$ cat config.mk
export PLATFORM = sky130hd
export DESIGN_NAME = fetch_unit
export DESIGN_NICKNAME = d
export VERILOG_FILES = /design/src/rtl/fetch_unit.sv
export SDC_FILE = /design/constraint.sdc
export NUM_CORES = 1
export LEC_CHECK = 0
export ABC_AREA = 0
export CORE_MARGIN = 5
export CORE_UTILIZATION = 36
export DETAILED_ROUTE_END_ITERATION = 10
export GPL_TIMING_DRIVEN = 0
export PLACE_DENSITY = 0.56
export SETUP_SLACK_MARGIN = 0.02
export SYNTH_ARGS = -nofsm -noshare
export SYNTH_HDL_FRONTEND = slang
export SYNTH_SLANG_ARGS = --single-unit
export TNS_END_PERCENT = 5
$ cat constraint.sdc
create_clock -name clk -period 4.9 [get_ports clk]
set_input_delay 0.98 -clock clk [delete_from_list [all_inputs] [get_ports clk]]
set_output_delay 0.98 -clock clk [all_outputs]
set_load 0.02 [all_outputs]
$ cat src/rtl/fetch_unit.sv
// Instruction-fetch front end feeding the IF/ID register.
// Issues sequential PC requests to a variable-latency instruction memory,
// buffers returned words with their PCs in a DEPTH-entry queue, and
// presents one instruction per cycle to decode. Handles decode stalls,
// branch redirects (queue flush and dropping of stale responses) and the
// halt opcode 7'h7F.
//
// Handshakes: a request transfers on a rising edge where imem_req_valid and
// imem_req_ready are both high; the address is held stable while valid is
// high and not accepted, except when a redirect retargets fetch. Responses
// have no ready: every imem_resp_valid cycle carries one word, in request
// order. Decode pops the head on a rising edge where id_valid and id_ready
// are both high.
module fetch_unit #(
  parameter int          DEPTH    = 4,
  parameter logic [63:0] RESET_PC = 64'd0
) (
  input  logic        clk,
  input  logic        rst,
  output logic        imem_req_valid,
  input  logic        imem_req_ready,
  output logic [63:0] imem_req_addr,
  input  logic        imem_resp_valid,
  input  logic [31:0] imem_resp_data,
  input  logic        redirect_valid,
  input  logic [63:0] redirect_pc,
  input  logic        id_ready,
  output logic        id_valid,
  output logic [31:0] id_instr,
  output logic [63:0] id_pc,
  output logic        halted
);

  localparam int AW = $clog2(DEPTH);
  localparam int CW = AW + 1;
  localparam logic [CW-1:0] ONE     = CW'(1);
  localparam logic [CW+1:0] DEPTH_W = (CW+2)'(DEPTH);

  // Architectural state
  logic [63:0]   fetch_pc, resp_pc;
  logic [63:0]   pc_mem    [DEPTH];
  logic [31:0]   instr_mem [DEPTH];
  logic [AW-1:0] head, tail;
  logic [CW-1:0] count, outstanding, drop_cnt;
  logic          halt_seen;
  logic          halted_q;

  // Next-state values
  logic [63:0]   fetch_pc_n, resp_pc_n;
  logic [AW-1:0] head_n, tail_n;
  logic [CW-1:0] count_n, out_n, drop_n;
  logic          halt_n;

  // Per-cycle events
  logic [CW+1:0] budget_used;
  logic          req_fire;
  logic          resp_fire;
  logic          resp_drop;
  logic          push;
  logic          pop;
  logic          halt_hit;

  // Request gating: queue slots, in-flight requests and pending drops share one budget
  always_comb begin
    budget_used    = {2'b00, count} + {2'b00, outstanding} + {2'b00, drop_cnt};
    imem_req_valid = !rst && !redirect_valid && !halt_seen && (budget_used < DEPTH_W);
    imem_req_addr  = fetch_pc;
  end

  // Decode-side view of the queue head; blanked when empty or in reset
  always_comb begin
    id_valid = !rst && (count != '0);
    id_instr = id_valid ? instr_mem[head] : 32'd0;
    id_pc    = id_valid ? pc_mem[head]    : 64'd0;
    halted   = halted_q && !rst;
  end

  // Classify this cycle's handshakes; a response with nothing expected is ignored
  always_comb begin
    req_fire  = imem_req_valid && imem_req_ready;
    resp_fire = imem_resp_valid && ((outstanding != '0) || (drop_cnt != '0));
    resp_drop = resp_fire && (drop_cnt != '0);
    push      = resp_fire && (drop_cnt == '0);
    pop       = id_valid && id_ready;
    halt_hit  = push && (imem_resp_data[6:0] == 7'h7F);
  end

  // Next-state: redirect flushes everything, otherwise normal fetch/queue bookkeeping
  always_comb begin
    fetch_pc_n = fetch_pc;
    resp_pc_n  = resp_pc;
    head_n     = head;
    tail_n     = tail;
    count_n    = count;
    out_n      = outstanding;
    drop_n     = drop_cnt;
    halt_n     = halt_seen;
    if (redirect_valid) begin
      fetch_pc_n = redirect_pc;
      resp_pc_n  = redirect_pc;
      head_n     = '0;
      tail_n     = '0;
      count_n    = '0;
      halt_n     = 1'b0;
      // Everything still in flight becomes stale; this cycle's response is one of them.
      drop_n     = drop_cnt + outstanding - (resp_fire ? ONE : '0);
      out_n      = '0;
    end else begin
      if (req_fire) fetch_pc_n = fetch_pc + 64'd4;
      if (push) begin
        resp_pc_n = resp_pc + 64'd4;
        tail_n    = tail + AW'(1);
      end
      if (pop) head_n = head + AW'(1);
      count_n = count + (push ? ONE : '0) - (pop ? ONE : '0);
      out_n   = outstanding + (req_fire ? ONE : '0) - (push ? ONE : '0);
      if (resp_drop) drop_n = drop_cnt - ONE;
      if (halt_hit) begin
        // Requests issued past the halt are never delivered.
        halt_n = 1'b1;
        drop_n = drop_n + out_n;
        out_n  = '0;
      end
    end
  end

  // Control state register with synchronous reset
  always_ff @(posedge clk) begin
    if (rst) begin
      fetch_pc    <= RESET_PC;
      resp_pc     <= RESET_PC;
      head        <= '0;
      tail        <= '0;
      count       <= '0;
      outstanding <= '0;
      drop_cnt    <= '0;
      halt_seen   <= 1'b0;
      halted_q    <= 1'b0;
    end else begin
      fetch_pc    <= fetch_pc_n;
      resp_pc     <= resp_pc_n;
      head        <= head_n;
      tail        <= tail_n;
      count       <= count_n;
      outstanding <= out_n;
      drop_cnt    <= drop_n;
      halt_seen   <= halt_n;
      halted_q    <= halt_seen && (count == '0) && (outstanding == '0) && (drop_cnt == '0);
    end
  end

  // Queue storage write; contents need no reset since count guards them
  always_ff @(posedge clk) begin
    if (push && !redirect_valid && !rst) begin
      pc_mem[tail]    <= resp_pc;
      instr_mem[tail] <= imem_resp_data;
    end
  end

endmodule
==> results of run 1 <==
==> power by group through the flow <==
stage          logic, W  clock network, W  registers, W
6_report       0.000805           0.00415       0.00505
5_1_grt        0.000861           0.00442       0.00506
4_1_cts        0.000802           0.00424       0.00504
3_5_place_dp   0.000795                 0       0.00514
3_3_place_gp   0.000793                 0       0.00514
2_1_floorplan  0.000386                 0       0.00512
==> state kept, by name, indices dropped and copies added (netlist names), 2 cells and up, named ones only <==
signal         flops
count              3
drop_cnt           3
head               2
imem_req_addr     64
instr_mem        128
outstanding        3
pc_mem           256
resp_pc           64
tail               2
==> what timing repair did <==
| item | 4_1_cts | 5_1_grt |
|---|---|---|
| setup endpoints to repair | 48 | 22 |
| setup buffers | 0 | 0 |
| hold buffers | 0 | 0 |
| resized for setup | 5 | 8 |
| pin swaps | 0 | 0 |
==> layer usage <==
layer  wire length, um  vias up  share of wire  GRT usage
met4              2120        0          0.029     0.0619
met5                 0        -              0          0
li1                  -     7063              -          -
met2             33700      575           0.46      0.319
met3              4760      112          0.066     0.0430
met1             32000     7924           0.44      0.284
==> worst max-delay path by stage <==
stage / start / end / depth (start not counted) / slack (ps)
final: rst / id_pc[26] / 8 / 50
after floorplan: imem_resp_valid / instr_mem[0][0]$_DFFE_PP_ / 6 / 210
after detailed placement: rst / id_pc[52] / 8 / -450
after global routing: rst / id_pc[32] / 8 / -10
after global placement: imem_resp_valid / pc_mem[0][6]$_DFFE_PP_ / 7 / -2890
after CTS: flip-flop / id_pc[43] / 6 / 40
==> logic make-up after synthesis <==
family | after synthesis
AOI/OAI and AO/OA | 232
xor gates and xnor gates | 95
DFF | 529
buffers and inverters | 145
adders and majority gates | 25
and+or+nand+nor | 543
muxes | 102
==> tightest hold or removal path: stages (launching register included) <==
cell     delay (ps)
dfxtp_1         310
nand2_1          50
a21oi_1          50
==> through the flow <==
| step | power (W) | setup WS, ps |
|---|---|---|
| floorplan | 0.00551 | 209 |
| global placement | 0.00593 | -2890 |
| detailed placement | 0.00593 | -452 |
| CTS | 0.0101 | 35.2 |
| global route | 0.0103 | -14.1 |
| finish | 0.0100 | 47.0 |
==> cell usage after synthesis, types with 4 or more instances <==
cell      instances
fa_1              7
xor2_1           41
nand2_1          97
dfxtp_1         145
inv_1            52
or3_1            12
a31oi_1          29
a211oi_1         20
and4_1           21
mux2i_1           4
o21a_1            8
o21bai_1          6
nand4_1          56
a21boi_0         28
nor4_1           16
or2_2             4
and3_1           32
o21ai_0          21
o22ai_1          18
and2_1          110
a311oi_1          4
buf_2            10
a21oi_1          57
ha_1             18
nor3_1           29
o31a_1            4
a22oi_1           8
o211ai_1          5
a21o_1            8
clkbuf_1         74
xnor2_1          54
edfxtp_1        384
mux4_2           96
buf_1             6
nor2_1           86
nand3_1          53
==> layout make-up <==
type / count / area share
clock buffers: 65 / 0.0515
plain buffers: 91 / 0.0131
multi-input cells: 997 / 0.277
clock inverters: 44 / 0.0117
flip-flops and latches: 529 / 0.503
well taps: 846 / 0.0369
repair buffers: 272 / 0.0994
diodes: 3 / 0.000262
inverters: 53 / 0.00693
==> flow_summary.yaml, run 1 <==
logic_synthesis:
  count_of_yosys_warnings_during_synthesis: 0
  yosys.area.top_type: "edfxtp_1"
  synth_async_sr_flop_share: 0
  synthesized_area_fraction_occupied_by_adder_cells: 0.0159
  number_of_flops_mapped_to_enable_cells_by_yosys: 384
  synth_top_family_by_area: "simple AND/OR/NAND/NOR gates"
  synth_compound_gate_area_share: 0.0662
  synth-seq-area-share: 0.630
  synth_ff_type: "edfxtp_1"
  post_synth_xor_area_fraction: 0.0363
  syn-mean-instance-area_um2: 13.7
  syn_inst: 1671
  synth_fp_nets: 1798
  synth_simple_gate_area_frac: 0.130
  synthDominantCellAreaShare: 0.503
  post_synth_mux_area_share: 0.0970
  yosys-top-cells-area: "edfxtp_1 (50%), dfxtp_1 (13%), mux4_2 (9.4%)"
  ys_ff_latch: 529
  yosys_cell_types: 64
  synthesis.area_mm2: 0.0229
timing:
  worst_slew_margin_rel: 0.338
  min_period_over_period: 0.990
  post-route-min-period_ps: 4850
  report.final.slew_viol_count: 0
  worst_hold_slack_ps: 459
  finClkSkew_ps: 32.6
  worst_slew_pin_slew_ps: 993
  final_number_of_setup_violating_endpoints: 0
  hold_violations: 0
  rsz_0062_raised_after_global_routing: "yes"
  fmax_mhz: 206
  tns_ps: 0
die:
  die_width_um: 262
  pin_count: 265
  placement_rows: 92
  floorplan.initialDensity: 0.363
  die-height_um: 262
  core_area_mm2: 0.0631
  die_area_mm2: 0.0688
setup_path:
  crit_chain: "clkdlybuf4s50_1 > clkbuf_1 > nor2_4 > buf_8 > clkbuf_4 > clkbuf_1 > and2_1 > clkdlybuf4s50_1"
  r2r_slack_ps: 200
  critical_path_class: "in2out"
  worst_path_max_delay_cell: "clkdlybuf4s50_1"
  worstSetupEndpointType: "primary output"
  required_worst_endpoint_ps: 3920
  cp_data_arrival_time_ps: 3870
  worstRegToRegCells: 16
  cell_class_contributing_the_biggest_share_of_worst_path_delay: "buffers and inverters"
  timing.critical_path.fanout_max: 10
  critical_path_buf_inv_count: 6
  critical_path.startpoint_type: "input pin"
  reg2reg_end: "drop_cnt[2]$_SDFF_PP0_"
  cpPeakStageDelay_ps: 620
  rr_startpoint: "drop_cnt[2]$_SDFF_PP0_"
routing:
  drcViolationCount: 0
  route.final.wire_length_mm: 72.5
  vias: 15674
  detail_route.first_pass.iterations: 6
  route.antenna.remaining_nets: 0
  viasPerCell: 5.40
  wl_per_cell_um: 25.0
  drt_first_iter_violations: 1446
pwr:
  sequential_fraction_of_design_power: 0.505
  power_density_mw_per_mm2: 349
  power_switching_w: 0.00248
  p_comb_frac: 0.080
  power.share.switching: 0.247
  clock_power_share: 0.415
  static-leakage-power_nw: 9.24
  p_int_w: 0.00753
  worst_supply_voltage_drop_on_vdd_uv: 267
finish:
  seqCellArea_mm2: 0.0144
  layout.filler_cells: 5764
  instances_no_fill: 2900
  final_layout_size_suffix_gt1_frac: 0.114
  layout.cell_area.non_filler_mm2: 0.0287
  layout.core_utilization: 0.455
  final_net_count: 2129
  multiInputGateArea_mm2: 0.00796
  layout_commonest_cell: "edfxtp_1"
  commonest_non_fill_non_tap_cells_in_the_layout: "edfxtp_1 (384), clkdlybuf4s50_1 (263), dfxtp_1 (143), and2_1 (110), nand2_1 (97)"
  areaGrowthSynthToFinish_pct: 25.2
place:
  place.gp.congestion: 0.900
  buffer_ports.inserted: 263
  detailedPlacementHpwl_mm: 52.4
  dpl_cell_area_mm2: 0.0269
  post-place-cells: 2789
clock_tree:
  cts.reportedPaths.clkPinSlew_ps: 60
  ctsHtreeMaxLevel: 2
  cts-root-to-sink-buffers: 3
  clock_network_latency_to_the_later_pin_of_the_worst_skew_pair_ps: 640
  cts_tree: "done"
  cts_made_buffers: 58
  cts_sinks: 529
  clk_root_buffer_cell: "clkbuf_16"
global_route:
  grt_max_degree: 47
  first_global_vias: 15692
  grt_util_all_layers: 0.202
  gr-total-overflow: 0
  antenna_found_initial: 3
  global_route_wire_length_before_repair_mm: 106
flow_run:
  maximum_capacitance_violations: 0
min_path:
  min_path_type: "reg2reg"
  hold_path_depth: 2
  timing.hold.worst.start: "imem_req_addr[1]$_SDFFE_PP0P_"
  worst_hold_path.endpoint: "imem_req_addr[1]$_SDFFE_PP0P_"
run_status:
  outcome: "finished, final reports clean"
Power figures use the tool's default switching activity.
==> run 2, diff against run 1 <==
Settings changed: CORE_UTILIZATION 36 to 51, PLACE_DENSITY 0.56 to 0.76, RECOVER_POWER set to 50.
==> run 2 against run 1 <==
Effect of this change: utilization rose by 18 points; combinational power fell by 3.9%; die area fell by 28%; critical endpoint is now drop_cnt[2]$_SDFF_PP0_; register-to-register slack got worse by 40 ps; power rose by 0.24%; wire length fell by 7.9%; sequential cell count did not move; first-iteration DRC count rose by 26%; sequential share of layout area rose by 0.73 points; critical path depth rose by 7; non-clock buffer count fell by 1.
==> flow_summary.yaml, run 2 (synthesized netlist as in run 1, its figures left out) <==
timing:
  report.final.slew_viol_count: 0
  hold_violations: 0
  fmax_mhz: 211
  worst_hold_slack_ps: 453
  min_period_over_period: 0.967
  worst_slew_pin_slew_ps: 1400
  rsz_0062_raised_after_global_routing: "yes"
  tns_ps: 0
  worst_slew_margin_rel: 0.0639
  finClkSkew_ps: 17.9
  post-route-min-period_ps: 4740
  final_number_of_setup_violating_endpoints: 0
clock_tree:
  hold_bufs_inserted_after_cts: 0
  cts_tree: "done"
  ctsHtreeMaxLevel: 2
  clk_root_buffer_cell: "clkbuf_16"
  cts_sinks: 529
  cts-root-to-sink-buffers: 3
  cts.reportedPaths.clkPinSlew_ps: 60
  clock_network_latency_to_the_later_pin_of_the_worst_skew_pair_ps: 610
  cts_made_buffers: 53
pwr:
  worst_supply_voltage_drop_on_vdd_uv: 278
  clock_power_share: 0.420
  p_comb_frac: 0.077
  power.share.switching: 0.232
  power_switching_w: 0.00233
  sequential_fraction_of_design_power: 0.503
  p_int_w: 0.00770
  static-leakage-power_nw: 9.38
  power_density_mw_per_mm2: 354
place:
  place.gp.congestion: 0.935
  dpl_cell_area_mm2: 0.0264
  post-place-cells: 2531
  buffer_ports.inserted: 263
  detailedPlacementHpwl_mm: 47.3
die:
  die_area_mm2: 0.0493
  die-height_um: 222
  die_width_um: 222
  placement_rows: 77
  pin_count: 265
  floorplan.initialDensity: 0.517
  core_area_mm2: 0.0443
routing:
  viasPerCell: 6.03
  wl_per_cell_um: 25.4
  drt_first_iter_violations: 1815
  route.final.wire_length_mm: 66.8
  detail_route.first_pass.iterations: 5
  vias: 15877
  route.antenna.remaining_nets: 0
  drcViolationCount: 0
min_path:
  min_path_type: "reg2reg"
setup_path:
  critical_path_class: "in2reg"
  timing.critical_path.fanout_max: 10
  cp_data_arrival_time_ps: 5190
  critical_path.startpoint_type: "input pin"
  required_worst_endpoint_ps: 5350
  worstSetupEndpointType: "flip-flop"
finish:
  layout.cell_area.non_filler_mm2: 0.0283
  layout.filler_cells: 3277
  instances_no_fill: 2634
  layout.core_utilization: 0.639
  largest_register_ff_count: 256
  biggest_registers_after_layout: "pc_mem x256, instr_mem x128"
  final_layout_size_suffix_gt1_frac: 0.110
  layout_commonest_cell: "edfxtp_1"
  top_register: "pc_mem"
  areaGrowthSynthToFinish_pct: 23.5
  commonest_non_fill_non_tap_cells_in_the_layout: "edfxtp_1 (384), clkdlybuf4s50_1 (166), dfxtp_1 (142), and2_1 (110)"
  final_net_count: 2123
run_status:
  outcome: "finished, final reports clean"
global_route:
  first_global_vias: 15970
  gr-total-overflow: 0
  grt_util_all_layers: 0.266
  antenna_found_initial: 3
  global_route_wire_length_before_repair_mm: 100
  grt_max_degree: 56
flow_run:
  maximum_capacitance_violations: 0
## run 2: changes by cell type in the layout (fill, tap and decap cells not counted), moves of 3 or more
cell | before | now
clkbuf_8 | 0 | 6
clkinvlp_4 | 5 | 2
dlygate4sd3_1 | 0 | 97
clkbuf_1 | 78 | 90
clkinv_1 | 17 | 4
clkinv_2 | 12 | 8
bufinv_16 | 2 | 6
clkbuf_16 | 58 | 55
clkdlybuf4s50_1 | 263 | 166
## run 2: worst paths after layout
path | endpoint | slack, ps | startpoint | cells after the start
worst max-delay path | drop_cnt[2]$_SDFF_PP0_ | 160 | imem_resp_valid | 15
worst min-delay path | imem_req_addr[1]$_SDFFE_PP0P_ | 450 | imem_req_addr[1]$_SDFFE_PP0P_ | 2
worst max register to register | drop_cnt[2]$_SDFF_PP0_ | 160 | count[1]$_SDFF_PP0_ | 17
worst min register to register | imem_req_addr[1]$_SDFFE_PP0P_ | 450 | imem_req_addr[1]$_SDFFE_PP0P_ | 2
## run 2: stage by stage
| stage | total power [W] | worst slack, ps |
|---|---|---|
| 3_3_place_gp | 0.00589 | -2430 |
| 6_report | 0.0100 | 160 |
| 2_1_floorplan | 0.00551 | 209 |
| 4_1_cts | 0.0101 | 34.1 |
| 5_1_grt | 0.0103 | -0.697 |
| 3_5_place_dp | 0.00590 | -260 |
## run 2: critical path: stages
cell,delay [ps]
dlygate4sd3_1,680
nand3b_1,170
or2_2,300
clkbuf_1,280
inv_1,190
clkbuf_1,460
ha_1,330
inv_1,60
ha_1,150
fa_1,460
fa_1,460
xnor2_1,200
nor2_1,80
a2111oi_2,310
a211oi_1,90
## run 2: power groups by stage
| stage | sequential [W] | clock, W | combinational (W) |
|---|---|---|---|
| 6_report | 0.00505 | 0.00421 | 0.000774 |
| 5_1_grt | 0.00506 | 0.00443 | 0.000833 |
| 4_1_cts | 0.00504 | 0.00424 | 0.000775 |
| 3_5_place_dp | 0.00513 | 0 | 0.000768 |
| 3_3_place_gp | 0.00513 | 0 | 0.000757 |
| 2_1_floorplan | 0.00512 | 0 | 0.000386 |
## run 2: layer usage
metal  wire length (um)  track usage
met4               1910       0.0730
met3               6480       0.0643
met2              31600        0.426
met1              26900        0.367
met5                 26            0
## run 2: timing repair
action | CTS | global route
gates resized for setup | 6 | 10
setup buffers | 0 | 2
endpoints found under the setup margin | 31 | 25
pin swaps | 0 | 1
## run 2: layout make-up
class                   count  area (um^2)  share of cell area
multi-input cells         997         7960               0.281
repair buffers            270         2770              0.0978
plain buffers              92          368              0.0130
well taps                 592          741              0.0262
clock inverters            23          303              0.0107
diodes                      1         2.50           0.0000884
clock buffers              77         1520              0.0537
inverters                  53          199             0.00703
flip-flops and latches    529        14400               0.510
==> run 3, diff against run 2 <==
Settings changed: CELL_PAD_IN_SITES_DETAIL_PLACEMENT set to 0, CELL_PAD_IN_SITES_GLOBAL_PLACEMENT set to 1, CORE_UTILIZATION 51 to 42, PLACE_DENSITY 0.76 to 0.75.
==> run 3 against run 2 <==
Effect of this change: critical path type is now reg2reg; final cell count increased by 4.0%; maximum frequency increased by 1.0%; the run now ends with capacitance limit, slew limit left; sequential share of layout area decreased by 0.18 points; die area increased by 20%; via count decreased by 1.2%.
==> flow_summary.yaml, run 3 (synthesized netlist as in run 1, its figures left out) <==
routing:
  drcViolationCount: 0
  drt_first_iter_violations: 1303
  viasPerCell: 5.73
  wl_per_cell_um: 24.9
  route.antenna.remaining_nets: 0
  vias: 15681
  detail_route.first_pass.iterations: 5
  route.final.wire_length_mm: 68.1
timing:
  post-route-min-period_ps: 4690
  worst_slew_pin_slew_ps: 1500
  min_period_over_period: 0.958
  finClkSkew_ps: 14.5
  hold_violations: 0
  fmax_mhz: 213
  worst_slew_margin_rel: -0.0000447
  final_number_of_setup_violating_endpoints: 0
  report.final.slew_viol_count: 1
  tns_ps: 0
  setup_slack_ps: 208
  rsz_0062_raised_after_global_routing: "yes"
setup_path:
  worst_path_max_delay_cell: "fa_1"
  cp_data_arrival_time_ps: 5130
  worstRegToRegCells: 17
  crit_chain: "inv_1 > fa_1 > nor2_1 > fa_1 > nor4_4 > o21ai_2 > or2_2 > clkbuf_2 > ha_1 > inv_1 > ha_1 > fa_1 > fa_1 > xnor2_1 > nor2_1 > a2111oi_2 > a211oi_1"
  rr_startpoint: "count[1]$_SDFF_PP0_"
  critical_path_buf_inv_count: 3
  critical_path_class: "reg2reg"
  critical_path.startpoint_type: "flip-flop"
  reg2reg_end: "drop_cnt[2]$_SDFF_PP0_"
  worstSetupEndpointType: "flip-flop"
  cell_class_contributing_the_biggest_share_of_worst_path_delay: "adder cells"
  critical-path-top-cell-by-count: "fa_1"
  timing.critical_path.fanout_max: 5
  required_worst_endpoint_ps: 5340
  r2r_slack_ps: 210
  cpPeakStageDelay_ps: 510
pwr:
  static-leakage-power_nw: 9.37
  power.share.switching: 0.235
  worst_supply_voltage_drop_on_vdd_uv: 314
  power_switching_w: 0.00232
  p_int_w: 0.00753
  power_density_mw_per_mm2: 347
  p_comb_frac: 0.079
  sequential_fraction_of_design_power: 0.512
  clock_power_share: 0.408
finish:
  areaGrowthSynthToFinish_pct: 23.9
  instances_no_fill: 2739
  commonest_non_fill_non_tap_cells_in_the_layout: "edfxtp_1 (384), clkdlybuf4s50_1 (166), dfxtp_1 (142), and2_1 (109)"
  final_net_count: 2125
  biggest_registers_after_layout: "pc_mem x256, instr_mem x128"
  final_layout_size_suffix_gt1_frac: 0.112
  top_register: "pc_mem"
  layout_commonest_cell: "edfxtp_1"
  layout.filler_cells: 4569
  layout.cell_area.non_filler_mm2: 0.0284
  largest_register_ff_count: 256
run_status:
  outcome: "finished, violations left"
  violated_checks: "capacitance limit, slew limit"
place:
  detailedPlacementHpwl_mm: 48.9
  post-place-cells: 2637
  place.gp.congestion: 0.903
  buffer_ports.inserted: 263
  preCtsSetupSlack_ps: -430
  dpl_cell_area_mm2: 0.0266
min_path:
  timing.hold.worst.start: "imem_req_addr[1]$_SDFFE_PP0P_"
  worst_hold_path.endpoint: "imem_req_addr[1]$_SDFFE_PP0P_"
  hold_path_depth: 2
  min_path_type: "reg2reg"
global_route:
  grt_util_all_layers: 0.225
  antenna_found_initial: 3
  gr-total-overflow: 0
  grt_max_degree: 57
  global_route_wire_length_before_repair_mm: 101
  first_global_vias: 15622
clock_tree:
  clk_root_buffer_cell: "clkbuf_16"
  cts_tree: "done"
  clock_network_latency_to_the_later_pin_of_the_worst_skew_pair_ps: 610
  hold_bufs_inserted_after_cts: 0
  ctsHtreeMaxLevel: 2
  cts-root-to-sink-buffers: 3
  cts_made_buffers: 53
  cts_sinks: 529
  cts.reportedPaths.clkPinSlew_ps: 60
die:
  die_width_um: 244
  placement_rows: 85
  pin_count: 265
  die_area_mm2: 0.0594
  floorplan.initialDensity: 0.425
  die-height_um: 244
  core_area_mm2: 0.0539
flow_run:
  maximum_capacitance_violations: 1
run 3: routing by layer:
layer / GRT usage / wire [um] / vias up
li1: - / - / 7037
met2: 0.356 / 31900 / 689
met3: 0.0409 / 4800 / 108
met5: 0 / 0 / -
met1: 0.321 / 29600 / 7847
met4: 0.0626 / 1830 / 0
run 3: layout make-up:
cell class,instances,area [um^2],share of cell area
plain buffers,92,378,0.0133
multi-input cells,997,7960,0.280
flip-flops and latches,529,14400,0.508
well taps,696,871,0.0307
clock buffers,75,1510,0.0532
diodes,1,2.50,0.0000881
inverters,53,199,0.00701
repair buffers,272,2810,0.0990
clock inverters,24,229,0.00806
run 3: stage by stage:
step	hold slack [ps]	total power, W	util
after floorplan	460	0.00551	-
after global placement	449	0.00591	0.490
after detailed placement	451	0.00592	0.494
after CTS	459	0.00993	0.526
after global routing	471	0.0102	0.527
final	454	0.00985	0.527
run 3: repair_timing:
item                                    CTS  global route
buffers inserted                          0             2
gates resized for setup                   7             7
endpoints found under the setup margin   41            15
pin swaps                                 1             1
run 3: how the worst max path moves through the flow:
stage                              startpoint                   endpoint  slack, ps  depth (start not counted)
after floorplan               imem_resp_valid  instr_mem[0][0]$_DFFE_PP_        210                          6
final                     count[1]$_SDFF_PP0_     drop_cnt[2]$_SDFF_PP0_        210                         17
after detailed placement                  rst                  id_pc[51]       -430                          8
after global routing      count[1]$_SDFF_PP0_     drop_cnt[2]$_SDFF_PP0_        -20                         17
after CTS                 count[1]$_SDFF_PP0_     drop_cnt[2]$_SDFF_PP0_         70                         17
after global placement        imem_resp_valid     pc_mem[3][5]$_DFFE_PP_      -2620                          7
run 3: worst reg2reg max path, cell delays in order, from the launching register on:
cell and delay [ps]:
dfxtp_2 380, inv_1 80, fa_1 510, nor2_1 150, fa_1 460, nor4_4 200
o21ai_2 140, or2_2 300, clkbuf_2 190, ha_1 300, inv_1 40, ha_1 180
fa_1 480, fa_1 480, xnor2_1 200, nor2_1 70, a2111oi_2 290, a211oi_1 90
run 3: power by group through the flow:
stage / logic, W / registers (W) / clock network (W)
6_report: 0.000783 / 0.00505 / 0.00402
5_1_grt: 0.000850 / 0.00506 / 0.00428
4_1_cts: 0.000795 / 0.00504 / 0.00410
3_5_place_dp: 0.000787 / 0.00513 / 0
3_3_place_gp: 0.000783 / 0.00513 / 0
2_1_floorplan: 0.000386 / 0.00512 / 0
==> edit 1, RTL diff (flow settings as in run 1) <==
Set the parameter `DEPTH` to 2 (it was 4).
--- a/src/rtl/fetch_unit.sv
+++ b/src/rtl/fetch_unit.sv
@@ -12,7 +12,7 @@
 // order. Decode pops the head on a rising edge where id_valid and id_ready
 // are both high.
 module fetch_unit #(
-  parameter int          DEPTH    = 4,
+  parameter int          DEPTH    = 2,
   parameter logic [63:0] RESET_PC = 64'd0
 ) (
   input  logic        clk,
Behaviour: not the same (a bounded check fails within 4 cycles, from zero or initial values and one cycle with rst high).
==> edit 1 against run 1 <==
  * Synthesized area down 35%
  * Sequential cell count down 198
  * Design area down 31%
  * Worst setup slack better by 0.27 ns
  * Power down 31%
  * Highest routed layer unchanged
  * Clock skew down 0.0052 ns
  * Largest power group unchanged
  * Wire length down 31%
  * Global-route usage up 1.3 points
  * Hold slack better by 0.020 ns
==> edit 1: results (changes against run 1) <==
stage;metric;value;unit;change
yosys;ys_types;58;;was 64
yosys;syn_inst;1365;;was 1671
routing;wl_per_cell;22.4;µm;was 25.0 µm
routing;drt_wl_total;50000;µm;was 72500 µm
timing;worst_pin_slew;1.19;ns;was 0.993 ns
cts;insertion_delay;0.54;ns;was 0.64 ns
place;place_area;18300;µm²;was 26900 µm²
yosys;ys.warnings.count;0;;unchanged
routing;drt_iter0_drc;1142;;was 1446
timing;skew;0.0274;ns;was 0.0326 ns
cts;clock_tree.root_cell;clkbuf_16;;unchanged
routing;first_pass_iters;5;;was 6
pwr;irDropWorstVdd;0.000173;V;was 0.000267 V
place;hpwl;38000;µm;was 52400 µm
setup_path;slowest_stage;fa_1;;was clkdlybuf4s50_1
setup_path;critPathMaxStageDelay;0.52;ns;was 0.62 ns
place;io_buffers;263;;unchanged
setup_path;cp_max_fo;13;;was 10
cts;cts_max_level;2;;unchanged
pwr;p_leak;6.23;nW;was 9.24 nW
finish;n_antenna_cell;0;;was 3
finish;num-nets-final;1789;;was 2129
setup_path;cp.arrival;4.98;ns;was 3.87 ns
finish;largest-register;pc_mem;;unchanged
setup_path;rrSetupSlack;0.31;ns;was 0.20 ns
yosys;synth_ff_type;edfxtp_1;;unchanged
yosys;synth.top_cells.by_area;edfxtp_1 39%, dfxtp_1 19%, mux2i_1 6.9%, nor2_1 4.7%, xnor2_1 3.9%;;was edfxtp_1 50%, dfxtp_1 13%, mux4_2 9.4%, and2_1 3.0%, xnor2_1 2.1%
grt;grt_usage;21.5;%;was 20.2%
worst_hold_path;hold_path_class;reg2reg;;unchanged
grt;antenna_found_initial;1;;was 3
grt;grt_pass1_wl;73900;µm;was 106000 µm
timing;hold_ws;0.479;ns;was 0.459 ns
yosys;yosys-top-cells-count;192 x edfxtp_1, 185 x nor2_1, 139 x dfxtp_1;;was 384 x edfxtp_1, 145 x dfxtp_1, 110 x and2_1
place;gp_congestion;0.967;;was 0.900
cts;cts.path.max_buffers;3;;unchanged
yosys;seq_area_frac_synth;57.6;%;was 63.0%
yosys;synth_nets;1480;;was 1798
cts;path_clk_slew;0.06;ns;about the same
cts;cts_buffers;38;;was 58
yosys;synth-edff-count;192;;was 384
grt;grt_max_degree;36;;was 47
grt;grt_pass1_vias;11800;;was 15700
finish;largest_register_ffs;128;;was 256
place;dpl.cell_count;2168;;was 2789
pwr;netSwitchingPower;1.62;mW;was 2.48 mW
finish;drive_gt1_share;5.75;%;was 11.4%
status;status;finished, final reports clean;;unchanged
routing;via_per_inst;5.30;;was 5.40
yosys;async_flop_share;0;%;unchanged
## edit 1: worst max-delay path, delay by kind of cell, from the launching register on
family,cells,cell delay (ns)
adder cells (fa/ha/maj),5,1.75
buffers and inverters,6,1.19
AND/OR/NAND/NOR,4,0.83
flip-flops,1,0.40
AO/OA/AOI/OAI,1,0.14
multiplexers,1,0.13
## edit 1: cell families after synthesis
| kind of cell | count (synthesis) | synth area share (%) |
|---|---|---|
| buffers and inverters | 102 | 2.60 |
| XOR/XNOR | 98 | 5.78 |
| AND/OR/NAND/NOR | 520 | 17.0 |
| AO/OA/AOI/OAI | 192 | 8.53 |
| multiplexers | 109 | 7.40 |
| flip-flops | 331 | 57.6 |
| adder cells (fa/ha/maj) | 13 | 1.15 |
## edit 1: what timing repair did
action | in CTS | in global routing
gates resized for setup | 1 | 2
endpoints found under the setup margin | 42 | 28
setup buffers | 0 | 0
## edit 1: final cells by class
cell class                 instances  area [µm²]
clock inverter                    16         239
fill                            3759       21100
clock buffer                      53        1160
timing repair buffer             271        2810
tap                              532         666
buffer                            70         268
sequential                       331        8550
multi-input combinational        932        5940
inverter                          30         113
## edit 1: power groups by stage
stage	Combinational (mW)	Clock, mW	Sequential (mW)
after floorplan	0.274	0	3.20
after global placement	0.609	0	3.20
after detailed placement	0.615	0	3.20
after CTS	0.621	3.18	3.14
after global routing	0.673	3.29	3.16
final	0.622	3.12	3.15
## edit 1: path summary, 6_finish.rpt
check	from	to	cells past startpoint
worst max-delay path	outstanding[1]$_SDFF_PP0_	drop_cnt[0]$_SDFF_PP0_	17
worst min-delay path	imem_req_addr[1]$_SDFFE_PP0P_	imem_req_addr[1]$_SDFFE_PP0P_	2
worst max register to register	outstanding[1]$_SDFF_PP0_	drop_cnt[0]$_SDFF_PP0_	17
worst min register to register	imem_req_addr[1]$_SDFFE_PP0P_	imem_req_addr[1]$_SDFFE_PP0P_	2
## edit 1: stage by stage
step                      worst slack [ns]  setup TNS, ns
after floorplan                      0.294              0
after global placement               -2.15        -408.95
after detailed placement            -0.390         -11.91
after CTS                           0.0896              0
after global routing              -0.00519       -0.00519
final                                0.314              0
## edit 1: per-layer routing
layer / routed length [µm] / share of wire [%] / global-route usage (%) / vias up
met4: 1610 / 3.2 / 7.19 / 0
met3: 3250 / 6.5 / 4.07 / 86
met5: 0 / 0 / 0 / -
li1: - / - / - / 5623
met2: 22400 / 45 / 33.4 / 441
met1: 22700 / 45 / 30.4 / 5691
==> edit 2, RTL diff (flow settings as in run 1) <==
Made on the original files. Reset style: asynchronous (`rst`), changed in one clocked block. Comments in the files are not updated.
--- a/src/rtl/fetch_unit.sv
+++ b/src/rtl/fetch_unit.sv
@@ -125,7 +125,7 @@
   end
 
   // Control state register with synchronous reset
-  always_ff @(posedge clk) begin
+  always_ff @(posedge clk or posedge rst) begin
     if (rst) begin
       fetch_pc    <= RESET_PC;
       resp_pc     <= RESET_PC;
Formal check against the unedited RTL: differs if rst is asserted again (counterexample within 4 cycles, from zero or initial values and one cycle with rst high); with rst held inactive, the same outputs for 4 cycles.
==> edit 2 against run 1 <==
  * Sequential share of layout area grew 0.66 points
  * Final cell count up 1.9%
  * Design area grew 3.3%
  * Critical path type unchanged
  * Via count increased by 5.5%
  * Wire length is 0.96% higher
  * Critical path depth is 2 lower
  * Synthesized area grew 3.5%
  * Sequential cell count fell by 2
  * Non-clock buffer count grew 2
  * Worst setup slack improved by 0.090 ns
  * Largest cell class unchanged
Power is not compared: it rests on default switching activity, and its combinational part moved more than twofold at a synthesized area within 25%.
==> edit 2: results (changes against run 1) <==
stage;metric;value;unit;change
status;status;finished, final reports clean;;unchanged
finish;drive_gt1_share;11.4;%;about the same
worst_hold_path;hold_path_class;reg2reg;;unchanged
place;hpwl;52700;µm;was 52400 µm
timing;skew;0.0192;ns;was 0.0326 ns
yosys;async_flop_share;27.1;%;was 0%
pwr;irDropWorstVdd;0.000244;V;
yosys;synth-edff-count;384;;unchanged
grt;grt_pass1_wl;109000;µm;was 106000 µm
yosys;synth_nets;1841;;was 1798
worst_hold_path;hold_depth;0;;was 2
cts;insertion_delay;0.62;ns;was 0.64 ns
grt;grt_usage;20.1;%;was 20.2%
grt;antenna_found_initial;0;;was 3
yosys;ys.warnings.count;0;;unchanged
yosys;yosys-top-cells-count;384 x edfxtp_1, 143 x dfrtp_1, 125 x nand2_1;;was 384 x edfxtp_1, 145 x dfxtp_1, 110 x and2_1
setup_path;cp_max_fo;15;;was 10
finish;largest_registers;pc_mem x256, instr_mem x128;;unchanged
worst_hold_path;hp-start;resp_pc[1]$_DFFE_PP0P_;;was imem_req_addr[1]$_SDFFE_PP0P_
setup_path;timing.rr.end;drop_cnt[2]$_DFF_PP0_;;was drop_cnt[2]$_SDFF_PP0_
yosys;seq_area_frac_synth;63.7;%;was 63.0%
place;gp_congestion;0.933;;was 0.900
finish;num-nets-final;2170;;was 2129
setup_path;reg2regPathDepth;19;;was 16
grt;grt_pass1_vias;16500;;was 15700
cts;path_clk_slew;0.06;ns;about the same
yosys;synth.top_cells.by_area;edfxtp_1 49%, dfrtp_1 15%, mux4_2 9.1%, and2_1 2.9%, nand2_1 2.0%;;was edfxtp_1 50%, dfxtp_1 13%, mux4_2 9.4%, and2_1 3.0%, xnor2_1 2.1%
setup_path;critical-path-top-delay-family;buffers and inverters;;unchanged
cts;cts_max_level;2;;unchanged
routing;drt_iter0_drc;1529;;was 1446
place;place_area;27700;µm²;was 26900 µm²
place;place_ws;-1.17;ns;was -0.452 ns
cts;clock_tree.root_cell;clkbuf_16;;unchanged
setup_path;rrSetupSlack;0.20;ns;about the same
timing;setup_viol;0;;unchanged
setup_path;cp.arrival;3.78;ns;was 3.87 ns
yosys;synth_ff_type;edfxtp_1;;unchanged
routing;wl_per_cell;24.8;µm;was 25.0 µm
routing;via_per_inst;5.59;;was 5.40
setup_path;slowest_stage;clkdlybuf4s50_1;;unchanged
place;io_buffers;264;;was 263
worst_hold_path;hold-path-endpoint;pc_mem[2][1]$_DFFE_PP_;;was imem_req_addr[1]$_SDFFE_PP0P_
cts;cts.path.max_buffers;3;;unchanged
setup_path;critPathMaxStageDelay;0.67;ns;was 0.62 ns
yosys;ys_types;65;;was 64
timing;relSlewSlack;18.7;%;was 33.8%
routing;first_pass_iters;5;;was 6
cts;cts_buffers;56;;was 58
pwr;p_leak;9.99;nW;
grt;grt_max_degree;80;;was 47
setup_path;r2r_start;count[1]$_DFF_PP0_;;was drop_cnt[2]$_SDFF_PP0_
## edit 2: cell families (layout without fill, tap and decap cells)
kind of cell | count (synthesis) | count (layout) | synth area share (%)
simple gates | 642 | 642 | 14.7
compound gates | 213 | 213 | 6.20
fa+ha+maj | 25 | 25 | 1.54
other cells | 0 | 1 | 0
mux | 113 | 113 | 9.84
xor+xnor | 41 | 41 | 1.57
flops | 527 | 527 | 63.7
buf+inv | 153 | 529 | 2.53
## edit 2: metal layers
metal  up-vias  part of all wire (%)  global-route usage [%]  wire length [µm]
met5         -                     0                       0                 0
met4         0                   2.5                    5.07              1860
met3       103                   6.1                    2.90              4440
met2       581                    48                    32.5             35100
met1      8511                    43                    29.0             31900
li1       7335                     -                       -                 -
## edit 2: through the flow
stage	setup TNS (ns)	std cells	hold slack, ns
CTS	-0.154	2954	0.533
floorplan	0	1714	0.474
detailed placement	-11.82	2852	0.522
global route	0	2954	0.555
finish	0	2955	0.526
global placement	-1522.17	2842	0.496
## edit 2: timing repair
| action | CTS | global route |
|---|---|---|
| endpoints found under the setup margin | 52 | 3 |
| resized for setup | 15 | 5 |
| pin swaps | 0 | 1 |
| setup buffers | 0 | 1 |
## edit 2: worst max path at each step
stage	depth (start not counted)	slack [ns]	start	to
2_1_floorplan	1	0.08	rst	count[0]$_DFF_PP0_
3_3_place_gp	5	-2.85	redirect_valid	pc_mem[0][53]$_DFFE_PP_
3_5_place_dp	22	-1.17	outstanding[2]$_DFF_PP0_	drop_cnt[2]$_DFF_PP0_
4_1_cts	20	-0.15	outstanding[1]$_DFF_PP0_	drop_cnt[2]$_DFF_PP0_
5_1_grt	19	0.005	outstanding[2]$_DFF_PP0_	drop_cnt[2]$_DFF_PP0_
6_report	6	0.14	rst	id_pc[37]
## edit 2: report_power, final
part	total (mW)	internal, mW	switching, mW
clock network	4.27	2.46	1.81
registers	5.34	5.00	0.336
logic	2.43	1.09	1.34
total	12.0	8.55	3.49
## edit 2: final cells by class
type | instances | area (µm²)
Sequential cell | 527 | 15100
Timing Repair Buffer | 275 | 2900
Multi-Input combinational cell | 1034 | 8050
Inverter | 59 | 253
Buffer | 90 | 385
Antenna cell | 1 | 2.50
Clock buffer | 70 | 1500
Fill cell | 5926 | 35900
Tap cell | 864 | 1080
Clock inverter | 35 | 370
